<file path="src/rtl/ttc_cmd_decoder_pkg.sv">
// Shared TTC definitions: command bit positions, default widths and the
// calibration-pulse FSM state encoding.
package ttc_cmd_decoder_pkg;

    localparam int MXCNT_DEF = 32;
    localparam int MXCAL_DEF = 8;

    localparam int CMD_L1A        = 0;
    localparam int CMD_BC0        = 1;
    localparam int CMD_EC0        = 2;
    localparam int CMD_RESYNC     = 3;
    localparam int CMD_OC0        = 4;
    localparam int CMD_CALPULSE   = 5;
    localparam int CMD_HARD_RESET = 6;
    localparam int CMD_RSVD       = 7;

    typedef enum logic [1:0] {
        CAL_IDLE  = 2'd0,
        CAL_DELAY = 2'd1,
        CAL_PULSE = 2'd2
    } cal_state_t;

    // Reserved bit set, or resync together with hard_reset, is not a valid command.
    function automatic logic cmd_illegal(input logic [7:0] cmd);
        return cmd[CMD_RSVD] | (cmd[CMD_RESYNC] & cmd[CMD_HARD_RESET]);
    endfunction

endpackage

</file>
<file path="src/rtl/ttc_cmd_decoder_if.sv">
// Command-side bus into the decoder: the raw TTC byte, its enable mask and
// the calibration pulse timing settings.
interface ttc_cmd_if
    import ttc_cmd_decoder_pkg::*;
#(
    parameter int MXCAL = MXCAL_DEF
);
    logic [7:0]       ttc_cmd;
    logic [7:0]       cmd_mask;
    logic [MXCAL-1:0] cal_delay;
    logic [MXCAL-1:0] cal_width;

    modport master (
        output ttc_cmd,
        output cmd_mask,
        output cal_delay,
        output cal_width
    );

    modport slave (
        input ttc_cmd,
        input cmd_mask,
        input cal_delay,
        input cal_width
    );
endinterface

</file>
<file path="src/rtl/ttc_cmd_decoder_calpulse_gen.sv">
// Calibration pulse generator: delays an accepted calpulse command, emits a
// pulse of programmable width and counts calpulses dropped while busy.
module ttc_calpulse_gen
    import ttc_cmd_decoder_pkg::*;
#(
    parameter int MXCNT = MXCNT_DEF,
    parameter int MXCAL = MXCAL_DEF
) (
    input  logic             clock,
    input  logic             reset,
    input  logic             cal_cmd,
    input  logic             abort,
    input  logic             clear_cnt,
    input  logic [MXCAL-1:0] cal_delay,
    input  logic [MXCAL-1:0] cal_width,
    output logic             ttc_calpulse,
    output logic [MXCNT-1:0] cal_drop_cnt
);

    localparam logic [MXCAL-1:0] CAL_ONE = {{(MXCAL-1){1'b0}}, 1'b1};
    localparam logic [MXCNT-1:0] CNT_ONE = {{(MXCNT-1){1'b0}}, 1'b1};

    cal_state_t       state;
    logic [MXCAL-1:0] dly_cnt;
    logic [MXCAL-1:0] wid_cnt;
    logic [MXCAL-1:0] wid_lat;

    function automatic logic [MXCAL-1:0] width_eff(input logic [MXCAL-1:0] w);
        return (w == '0) ? CAL_ONE : w;
    endfunction

    always_ff @(posedge clock) begin
        if (!reset) begin
            state        <= CAL_IDLE;
            ttc_calpulse <= 1'b0;
            dly_cnt      <= '0;
            wid_cnt      <= '0;
            wid_lat      <= '0;
            cal_drop_cnt <= '0;
        end else begin
            // abort implies no counting, so a calpulse alongside resync/hard_reset is silently lost
            if (clear_cnt) begin
                cal_drop_cnt <= '0;
            end else if (cal_cmd && !abort && state != CAL_IDLE && cal_drop_cnt != '1) begin
                cal_drop_cnt <= cal_drop_cnt + CNT_ONE;
            end

            if (abort) begin
                state        <= CAL_IDLE;
                ttc_calpulse <= 1'b0;
            end else begin
                case (state)
                    CAL_IDLE: begin
                        if (cal_cmd) begin
                            wid_lat <= width_eff(cal_width);
                            if (cal_delay == '0) begin
                                state        <= CAL_PULSE;
                                ttc_calpulse <= 1'b1;
                                wid_cnt      <= width_eff(cal_width);
                            end else begin
                                state   <= CAL_DELAY;
                                dly_cnt <= cal_delay;
                            end
                        end
                    end
                    CAL_DELAY: begin
                        if (dly_cnt == CAL_ONE) begin
                            state        <= CAL_PULSE;
                            ttc_calpulse <= 1'b1;
                            wid_cnt      <= wid_lat;
                        end else begin
                            dly_cnt <= dly_cnt - CAL_ONE;
                        end
                    end
                    CAL_PULSE: begin
                        if (wid_cnt == CAL_ONE) begin
                            state        <= CAL_IDLE;
                            ttc_calpulse <= 1'b0;
                        end else begin
                            wid_cnt <= wid_cnt - CAL_ONE;
                        end
                    end
                    default: begin
                        state        <= CAL_IDLE;
                        ttc_calpulse <= 1'b0;
                    end
                endcase
            end
        end
    end

endmodule

</file>
<file path="src/rtl/ttc_cmd_decoder.sv">
// TTC command byte decoder: masks and validates each command byte, registers
// the decoded strobes and maintains the L1A and error counters.
module ttc_cmd_decoder
    import ttc_cmd_decoder_pkg::*;
#(
    parameter int MXCNT = MXCNT_DEF,
    parameter int MXCAL = MXCAL_DEF
) (
    input  logic             clock,
    input  logic             reset,
    ttc_cmd_if.slave         cmd_bus,
    output logic             ttc_l1a,
    output logic             ttc_bx0,
    output logic             ttc_ec0,
    output logic             ttc_resync,
    output logic             ttc_oc0,
    output logic             ttc_hard_reset,
    output logic             ttc_calpulse,
    output logic [MXCNT-1:0] l1a_counter,
    output logic [MXCNT-1:0] cal_drop_cnt,
    output logic [MXCNT-1:0] cmd_err_cnt
);

    localparam logic [MXCNT-1:0] CNT_ONE = {{(MXCNT-1){1'b0}}, 1'b1};

    logic       illegal;
    logic [7:0] fwd;
    logic       unused_rsvd;

    assign illegal     = cmd_illegal(cmd_bus.ttc_cmd);
    assign fwd         = illegal ? 8'h00 : (cmd_bus.ttc_cmd & cmd_bus.cmd_mask);
    assign unused_rsvd = fwd[CMD_RSVD];

    always_ff @(posedge clock) begin
        if (!reset) begin
            ttc_l1a        <= 1'b0;
            ttc_bx0        <= 1'b0;
            ttc_ec0        <= 1'b0;
            ttc_resync     <= 1'b0;
            ttc_oc0        <= 1'b0;
            ttc_hard_reset <= 1'b0;
            l1a_counter    <= '0;
            cmd_err_cnt    <= '0;
        end else begin
            ttc_l1a        <= fwd[CMD_L1A];
            ttc_bx0        <= fwd[CMD_BC0];
            ttc_ec0        <= fwd[CMD_EC0];
            ttc_resync     <= fwd[CMD_RESYNC];
            ttc_oc0        <= fwd[CMD_OC0];
            ttc_hard_reset <= fwd[CMD_HARD_RESET];

            // an L1A coincident with a clear is the first event of the new count
            if (fwd[CMD_EC0] || fwd[CMD_RESYNC]) begin
                l1a_counter <= fwd[CMD_L1A] ? CNT_ONE : '0;
            end else if (fwd[CMD_L1A]) begin
                l1a_counter <= l1a_counter + CNT_ONE;
            end

            if (fwd[CMD_RESYNC]) begin
                cmd_err_cnt <= '0;
            end else if (illegal && cmd_err_cnt != '1) begin
                cmd_err_cnt <= cmd_err_cnt + CNT_ONE;
            end
        end
    end

    ttc_calpulse_gen #(
        .MXCNT (MXCNT),
        .MXCAL (MXCAL)
    ) u_calpulse_gen (
        .clock        (clock),
        .reset        (reset),
        .cal_cmd      (fwd[CMD_CALPULSE]),
        .abort        (fwd[CMD_RESYNC] | fwd[CMD_HARD_RESET]),
        .clear_cnt    (fwd[CMD_RESYNC]),
        .cal_delay    (cmd_bus.cal_delay),
        .cal_width    (cmd_bus.cal_width),
        .ttc_calpulse (ttc_calpulse),
        .cal_drop_cnt (cal_drop_cnt)
    );

endmodule

</file>
<file path="src/flat_wrapper.sv">
// flat-port wrapper written by rule: the top's interface ports become plain ports
module ttc_cmd_decoder_flat import ttc_cmd_decoder_pkg::*;
#(
    parameter int MXCNT = MXCNT_DEF,
    parameter int MXCAL = MXCAL_DEF
)
  (clock, reset, ttc_l1a, ttc_bx0, ttc_ec0, ttc_resync, ttc_oc0, ttc_hard_reset, ttc_calpulse, l1a_counter, cal_drop_cnt, cmd_err_cnt, cmd_bus_ttc_cmd, cmd_bus_cmd_mask, cmd_bus_cal_delay, cmd_bus_cal_width);
  ttc_cmd_if #(.MXCAL(MXCAL)) cmd_bus_i ();
  input  logic clock;
  input  logic reset;
  output logic ttc_l1a;
  output logic ttc_bx0;
  output logic ttc_ec0;
  output logic ttc_resync;
  output logic ttc_oc0;
  output logic ttc_hard_reset;
  output logic ttc_calpulse;
  output logic [MXCNT-1:0] l1a_counter;
  output logic [MXCNT-1:0] cal_drop_cnt;
  output logic [MXCNT-1:0] cmd_err_cnt;
  input wire logic [$bits(cmd_bus_i.ttc_cmd)-1:0] cmd_bus_ttc_cmd;
  input wire logic [$bits(cmd_bus_i.cmd_mask)-1:0] cmd_bus_cmd_mask;
  input wire logic [$bits(cmd_bus_i.cal_delay)-1:0] cmd_bus_cal_delay;
  input wire logic [$bits(cmd_bus_i.cal_width)-1:0] cmd_bus_cal_width;
  assign cmd_bus_i.ttc_cmd = cmd_bus_ttc_cmd;
  assign cmd_bus_i.cmd_mask = cmd_bus_cmd_mask;
  assign cmd_bus_i.cal_delay = cmd_bus_cal_delay;
  assign cmd_bus_i.cal_width = cmd_bus_cal_width;
  ttc_cmd_decoder #(.MXCNT(MXCNT), .MXCAL(MXCAL)) u_core (.clock(clock), .reset(reset), .cmd_bus(cmd_bus_i), .ttc_l1a(ttc_l1a), .ttc_bx0(ttc_bx0), .ttc_ec0(ttc_ec0), .ttc_resync(ttc_resync), .ttc_oc0(ttc_oc0), .ttc_hard_reset(ttc_hard_reset), .ttc_calpulse(ttc_calpulse), .l1a_counter(l1a_counter), .cal_drop_cnt(cal_drop_cnt), .cmd_err_cnt(cmd_err_cnt));
endmodule
</file>
<file path="config.mk">
export PLATFORM = sky130hd
export DESIGN_NAME = ttc_cmd_decoder_flat
export DESIGN_NICKNAME = d
export VERILOG_FILES = /design/src/rtl/ttc_cmd_decoder_pkg.sv /design/src/rtl/ttc_cmd_decoder_if.sv /design/src/rtl/ttc_cmd_decoder_calpulse_gen.sv /design/src/rtl/ttc_cmd_decoder.sv /design/src/flat_wrapper.sv
export SDC_FILE = /design/constraint.sdc
export NUM_CORES = 1
export LEC_CHECK = 0
export ABC_CLOCK_PERIOD_IN_PS = 3150
export CORE_MARGIN = 2
export CORE_UTILIZATION = 48
export CTS_BUF_LIST = sky130_fd_sc_hd__clkbuf_4
export DETAILED_ROUTE_END_ITERATION = 10
export GPL_ROUTABILITY_DRIVEN = 1
export PLACE_DENSITY = 0.89
export RECOVER_POWER = 25
export SLEW_MARGIN = 20
export SYNTH_ARGS = -nofsm -noshare
export SYNTH_HDL_FRONTEND = slang
export SYNTH_HIERARCHICAL = 1
export SYNTH_SLANG_ARGS = --single-unit
</file>
<file path="constraint.sdc">
create_clock -name clock -period 3.15 [get_ports clock]
set_input_delay 0.4725 -clock clock [delete_from_list [all_inputs] [get_ports clock]]
set_output_delay 0.4725 -clock clock [all_outputs]
set_load 0.05 [all_outputs]
</file>
==> run_results.csv, run 1 <==
group,metric,value,unit
outcome,status,"complete, no violations",
layout,ff_latch_area,0.00258,mm²
layout,nFillCells,1153,
layout,drive_gt1_share,8.13,%
synth,synth_cell_type_count,65,
cts,cts_setup_buffers,0,
layout,diodes,0,
synth,synth_area,0.00664,mm²
synth,avgSynthCellArea,8.16,µm²
cts,hold_buffers,0,
route,drtAntennaViolNets,0,
synth,yosys.area.top_type_share,38.9,%
place,port_buffers,135,
global_route,grt_pass1_wl,27700,µm
critical_path,startpoint,"cmd_bus_ttc_cmd[7]",
global_route,grt_pass1_vias,6044,
critical_path,start_kind,"input port",
floorplan,die_x,122,µm
layout,nNetsFinal,1006,
timing,worstMarginPinSlew,1.44,ns
place,dpl_cell_area,0.00829,mm²
synth,synth.top_cells.by_area,"dfxtp_1 39%, nor2_1 4.7%, a21oi_1 4.2%, nand2_1 4.1%, xor2_1 3.7%",
layout,final_area,0.00849,mm²
timing,min_period,2.73,ns
power,powerDensity,444,mW/mm²
cts,clock_sinks,129,
global_route,grt.overflow.total,0,
floorplan,die_y,122,µm
cts,clk_pin_slew,0.10,ns
layout,multiInputGateArea,0.00383,mm²
synth,ys_ff_latch,129,
min_path,holdPathStages,3,
cts,cts_tree,"yes",
floorplan,boundaryPins,137,
cts,h-tree-depth,4,
timing,slew-limit-headroom,4.13,%
critical_path,cp-end-kind,"flop",
critical_path,r2r-start,"u_core/u_calpulse_gen/state[1]",
critical_path,cp.arrival,3.15,ns
synth,ys_async_sr_fraction,0,%
place,place_congestion,0.879,
critical_path,critPathMaxFanout,31,
min_path,min_to,"u_core/ttc_oc0",
cts,cts_root_buf,"clkbuf_4",
min_path,hold_class,"in2reg",
layout,area_growth,27.9,%
timing,finalCritPeriodShare,86.5,%
timing,max_freq,367,MHz
floorplan,core,0.0133,mm²
route,avgViaCountPerCell,5.80,
power,ir_worst_vdd,0.253,mV
synth,yosysSeqAreaShare,38.9,%
global_route,grt_max_degree,38,
route,post_drt_wl_per_cell,14.9,µm
timing,slew_violations,0,
power,p_leak,0.00282,µW
floorplan,initial_core_util,49.7,%
timing,rsz0062_at_grt,"false",
cts,cts_buffers,17,
place,dp_hpwl,12300,µm
route,vias,6664,
cts,cts_resized,0,
critical_path,rr_worst_depth,7,
cts,clkLatencyLatePin,0.52,ns
critical_path,r2r_end,"u_core/u_calpulse_gen/cal_drop_cnt[30]",
synth,syn_nets,858,
floorplan,row_count,42,
critical_path,critPathKind,"in2reg",
route,first_iter_violations,506,
min_path,hp-start,"cmd_bus_cmd_mask[4]",
run,maxCapViolCount,0,
critical_path,r2r_slack,0.53,ns
synth,synthFlopType,"dfxtp_1",
timing,hold_viol_final,0,
synth,syn_inst,813,
critical_path,crit_required,3.57,ns
synth,synth_edf_count,0,
timing,finalSetupViolations,0,
layout,fin_util,63.6,%
route,drc,0,
timing,finClkSkew,0.0131,ns
synth,ys.warnings.count,6,
global_route,grt_usage,22.8,%
cts,cts_buffer_depth,2,
route,wl,17100,µm
synth,synth_top_area_cell,"dfxtp_1",
route,firstDrtPassIters,5,
global_route,antenna_found_initial,0,
floorplan,dieArea,0.0148,mm²
## registers in the layout, summed over array words and instances, names as in the netlist
register,count
u_core/ttc_hard_reset,1
u_core/cmd_err_cnt,32
u_core/ttc_ec0,1
u_core/ttc_l1a,1
u_core/ttc_oc0,1
u_core/u_calpulse_gen/wid_lat,8
u_core/ttc_bx0,1
u_core/u_calpulse_gen/wid_cnt,8
u_core/u_calpulse_gen/ttc_calpulse,1
u_core/l1a_counter,32
u_core/u_calpulse_gen/dly_cnt,8
u_core/ttc_resync,1
u_core/u_calpulse_gen/cal_drop_cnt,32
u_core/u_calpulse_gen/state,2
## worst max-delay path, cell delays in order
cell,delay (ns)
clkdlybuf4s50_1,0.44
clkbuf_4,0.14
a21o_1,0.17
clkbuf_1,0.38
o21ai_2,0.27
clkbuf_1,0.97
inv_1,0.10
o211ai_1,0.13
nand2_1,0.07
## cells in the final DEF (no fill, tap or decap), types with 8 or more instances in the layout
| cell type | Yosys | final |
|---|---|---|
| a211oi_1 | 11 | 11 |
| a21oi_1 | 56 | 55 |
| and3_1 | 11 | 11 |
| and4_1 | 8 | 8 |
| buf_4 | 2 | 20 |
| clkbuf_4 | 0 | 22 |
| clkdlybuf4s50_1 | 0 | 130 |
| dfxtp_1 | 129 | 129 |
| ha_1 | 11 | 11 |
| inv_1 | 24 | 24 |
| mux2i_1 | 8 | 8 |
| nand2_1 | 73 | 73 |
| nand3_1 | 46 | 46 |
| nand4_1 | 30 | 30 |
| nor2_1 | 83 | 83 |
| nor2b_1 | 16 | 16 |
| nor3_1 | 11 | 11 |
| nor4_1 | 19 | 19 |
| o21ai_0 | 45 | 45 |
| o31ai_1 | 12 | 12 |
| or3_1 | 29 | 29 |
| or4_1 | 17 | 17 |
| xnor2_1 | 21 | 21 |
| xor2_1 | 28 | 28 |
## power breakdown
group          internal, µW  switching (µW)  leakage, µW  total (µW)
clock network           404             568     0.000131         972
registers              1710            78.1      0.00104        1780
logic                   409             602      0.00164        1010
total                  2520            1250      0.00282        3770
## synthesized netlist by cell type (all sizes together) (3+ instances only)
library cell  instances
clkbuf               25
dfxtp               129
a211oi               11
buf                   8
a211o                 3
nand4                31
o21ai                47
inv                  24
ha                   11
nor2b                16
or4                  17
a21oi                56
and2                  6
nor4                 22
and4                  9
or3b                  3
nand2b                5
mux2                  3
a22oi                 3
xnor2                21
mux2i                 8
nor3                 13
and3                 11
or2                   3
o31ai                12
nor3b                 5
o21a                  4
xor2                 28
nand3                46
a31oi                 4
or3                  30
a21boi                5
o211ai                5
o2111ai               3
a31o                  6
nor2                 83
nand2                73
## per-layer routing
layer	vias to the layer above	wire length, µm	part of all wire, %	global-route usage (%)
li1	3273	-	-	-
met1	3106	7560	44	29.1
met2	252	8160	48	37.5
met3	33	1090	6.4	5.29
met4	0	294	1.7	8.62
met5	-	0	0	0
## cell type report
class,count,share of cell area (%)
clock buffer,21,1.86
multi-input combinational,627,45.2
sequential,129,30.4
clock inverter,9,0.811
inverter,24,1.06
tap,176,2.60
timing repair buffer,162,18.0
## stage by stage
step                      instances  total power [µW]  hold slack (ns)  setup WS [ns]  TNS [ns]
after detailed placement       1118              2810            0.472        -0.0878    -0.380
after global placement         1118              2780            0.449        -0.0373   -0.0919
after global routing           1148              3990            0.437          0.216         0
after CTS                      1148              3790            0.405          0.492         0
after floorplan                 813              2540            0.436        0.00942         0
final                          1148              3770            0.464          0.424         0
## worst max path at each step
stage / end / slack (ns)
after floorplan: u_core/u_calpulse_gen/cal_drop_cnt[30] / 0.009
after global placement: u_core/u_calpulse_gen/cal_drop_cnt[31] / -0.04
after detailed placement: u_core/u_calpulse_gen/cal_drop_cnt[30] / -0.09
after CTS: u_core/u_calpulse_gen/cal_drop_cnt[30] / 0.49
after global routing: u_core/l1a_counter[24] / 0.22
final: u_core/l1a_counter[24] / 0.42
## logic make-up (layout without fill, tap and decap cells)
logic type / Yosys count / after routing / synth area share [%]
adders and majority gates: 11 / 11 / 2.07
AOI/OAI and AO/OA: 177 / 177 / 16.9
buffers and inverters: 57 / 216 / 3.39
xor gates and xnor gates: 49 / 49 / 6.47
and+or+nand+nor: 379 / 379 / 30.5
DFF: 129 / 129 / 38.9
muxes: 11 / 11 / 1.72
No activity file was read; power rests on OpenSTA's default activity.
==> inputs of run 2 (changes only) <==
--- a/config.mk
+++ b/config.mk
@@ -11,6 +11,7 @@
 export CTS_BUF_LIST = sky130_fd_sc_hd__clkbuf_4
 export DETAILED_ROUTE_END_ITERATION = 10
 export GPL_ROUTABILITY_DRIVEN = 1
+export MAX_ROUTING_LAYER = met4
 export PLACE_DENSITY = 0.89
 export RECOVER_POWER = 25
 export SLEW_MARGIN = 20
==> run 2 against run 1 <==
Effect of this change:
- total power about the same
- first-iteration DRC count up 8.9%
- largest cell class unchanged
- core utilization unchanged
- flip-flop and latch count unchanged
- via count about the same
==> run_results.csv, run 2 (synthesized netlist as in run 1, its figures left out) <==
group,metric,value,unit
critical_path,cp.arrival,3.16,ns
route,wl,17100,µm
layout,nFillCells,1153,
floorplan,dieArea,0.0148,mm²
place,placed_cells,1118,
global_route,grt_usage,23.5,%
place,place_congestion,0.894,
power,power,3760,µW
floorplan,die_y,122,µm
timing,slew_violations,0,
power,power.share.switching,33.1,%
min_path,hold_class,"in2reg",
power,p_sw,1250,µW
power,clock_power_share,25.8,%
cts,cts_tree,"yes",
timing,slew-limit-headroom,4.74,%
cts,clkLatencyLatePin,0.53,ns
layout,final_common_cell,"clkdlybuf4s50_1",
global_route,grt.overflow.total,0,
critical_path,crit_required,3.57,ns
timing,finalCritPeriodShare,86.9,%
timing,worst_slack,0.412,ns
cts,clock_sinks,129,
place,port_buffers,135,
floorplan,initial_core_util,49.7,%
route,drc,0,
power,ir_worst_vdd,0.252,mV
floorplan,boundaryPins,137,
timing,finalSetupViolations,0,
global_route,grt_max_degree,38,
cts,cts_buffers,17,
route,post_drt_wl_per_cell,14.9,µm
critical_path,start_kind,"input port",
floorplan,die_x,122,µm
cts,h-tree-depth,4,
power,p_leak,0.00282,µW
timing,fin_hold_ws,0.466,ns
cts,cts_buffer_depth,2,
power,p_seq_share,47.4,%
floorplan,row_count,42,
critical_path,cp_top_family,"buffers and inverters",
critical_path,critPathKind,"in2reg",
layout,nNetsFinal,1006,
outcome,status,"complete, no violations",
cts,clk_pin_slew,0.10,ns
floorplan,core,0.0133,mm²
layout,area_growth,27.9,%
power,p_int,2520,µW
critical_path,crit_top_cell,"clkbuf_1",
critical_path,cp-end-kind,"flop",
route,vias,6663,
run,maxCapViolCount,0,
timing,rsz0062_at_grt,"false",
layout,final_cells,1148,
place,dp_hpwl,12300,µm
global_route,antenna_found_initial,0,
cts,cts_setup_buffers,0,
timing,hold_viol_final,0,
power,power_frac_comb,26.8,%
critical_path,slowest_stage,"clkbuf_1",
layout,reg.largest.list,"u_core/cmd_err_cnt x32, u_core/l1a_counter x32, u_core/u_calpulse_gen/cal_drop_cnt x32",
cts,hold_buffers,0,
cts,cts_resized,0,
critical_path,critPathMaxFanout,31,
global_route,grt_pass1_vias,6049,
critical_path,critPathBufInv,5,
route,avgViaCountPerCell,5.80,
global_route,grt_pass1_wl,27700,µm
power,powerDensity,444,mW/mm²
route,first_iter_violations,551,
route,drtAntennaViolNets,0,
layout,final_cell_mix,"130 x clkdlybuf4s50_1, 129 x dfxtp_1, 83 x nor2_1",
timing,finClkSkew,0.0140,ns
layout,diodes,0,
critical_path,critPathMaxStageDelay,0.99,ns
timing,worstMarginPinSlew,1.43,ns
timing,min_period,2.74,ns
route,firstDrtPassIters,5,
critical_path,cp_cell_sequence,"clkdlybuf4s50_1, clkbuf_4, a21o_1, clkbuf_1, o21ai_2, clkbuf_1, inv_1, o211ai_1, nand2_1",
cts,cts_root_buf,"clkbuf_4",
timing,max_freq,365,MHz
layout,drive_gt1_share,8.13,%
place,dp_slack,-0.0878,ns
## run 2: cell counts in the layout (fill, tap and decap cells not counted)
Identical to the previous run, type by type.
## run 2: per-layer routing
layer	global-route usage, %	vias up	share of wire (%)
met5	-	-	0
met4	8.62	0	1.8
met3	5.10	35	6.0
met2	37.4	256	48
met1	29.4	3096	45
li1	-	3276	-
## run 2: path summary, 6_finish.rpt
| check | depth (start not counted) | slack (ns) | endpoint | startpoint |
|---|---|---|---|---|
| max | 9 | 0.41 | u_core/l1a_counter[24] | cmd_bus_ttc_cmd[7] |
| min | 3 | 0.47 | u_core/ttc_oc0 | cmd_bus_cmd_mask[4] |
| max reg2reg | 7 | 0.53 | u_core/u_calpulse_gen/cal_drop_cnt[30] | u_core/u_calpulse_gen/state[1] |
| min reg2reg | 2 | 0.48 | u_core/u_calpulse_gen/dly_cnt[6] | u_core/u_calpulse_gen/dly_cnt[6] |
## run 2: area by class of cell
cell class / count / area, µm² / share of cell area [%]
clock buffer: 21 / 158 / 1.86
clock inverter: 9 / 68.8 / 0.811
inverter: 24 / 90.1 / 1.06
multi-input combinational: 627 / 3830 / 45.2
sequential: 129 / 2580 / 30.4
tap: 176 / 220 / 2.60
timing repair buffer: 162 / 1530 / 18.0
## run 2: worst reg2reg max path: cells and delay by family (launching register included)
family / cells / cell delay, ns
flops: 1 / 0.38
buf+inv: 1 / 0.09
simple gates: 4 / 1.66
fa+ha+maj: 1 / 0.28
compound gates: 1 / 0.15
## run 2: per-stage QoR
step / util, % / setup TNS [ns] / area, µm²
floorplan: - / 0 / 6640
detailed placement: 62.1 / -0.380 / 8290
CTS: 63.8 / 0 / 8510
global placement: 62.1 / -0.0919 / 8290
finish: 63.6 / 0 / 8490
global route: 63.6 / 0 / 8490
## run 2: power groups by stage
stage,clock network (µW),registers [µW],logic (µW)
final,972,1780,1010
after global routing,1070,1790,1120
after global placement,0,1810,967
after CTS,1010,1780,1000
after floorplan,0,1820,715
after detailed placement,0,1820,993
==> inputs of run 3 (changes only) <==
--- a/config.mk
+++ b/config.mk
@@ -10,7 +10,6 @@
 export CORE_UTILIZATION = 48
 export CTS_BUF_LIST = sky130_fd_sc_hd__clkbuf_4
 export DETAILED_ROUTE_END_ITERATION = 10
-export GPL_ROUTABILITY_DRIVEN = 1
 export MAX_ROUTING_LAYER = met4
 export PLACE_DENSITY = 0.89
 export RECOVER_POWER = 25
==> results of run 3 <==
No change in the layout: final DEF, timing and power equal those of run 2.
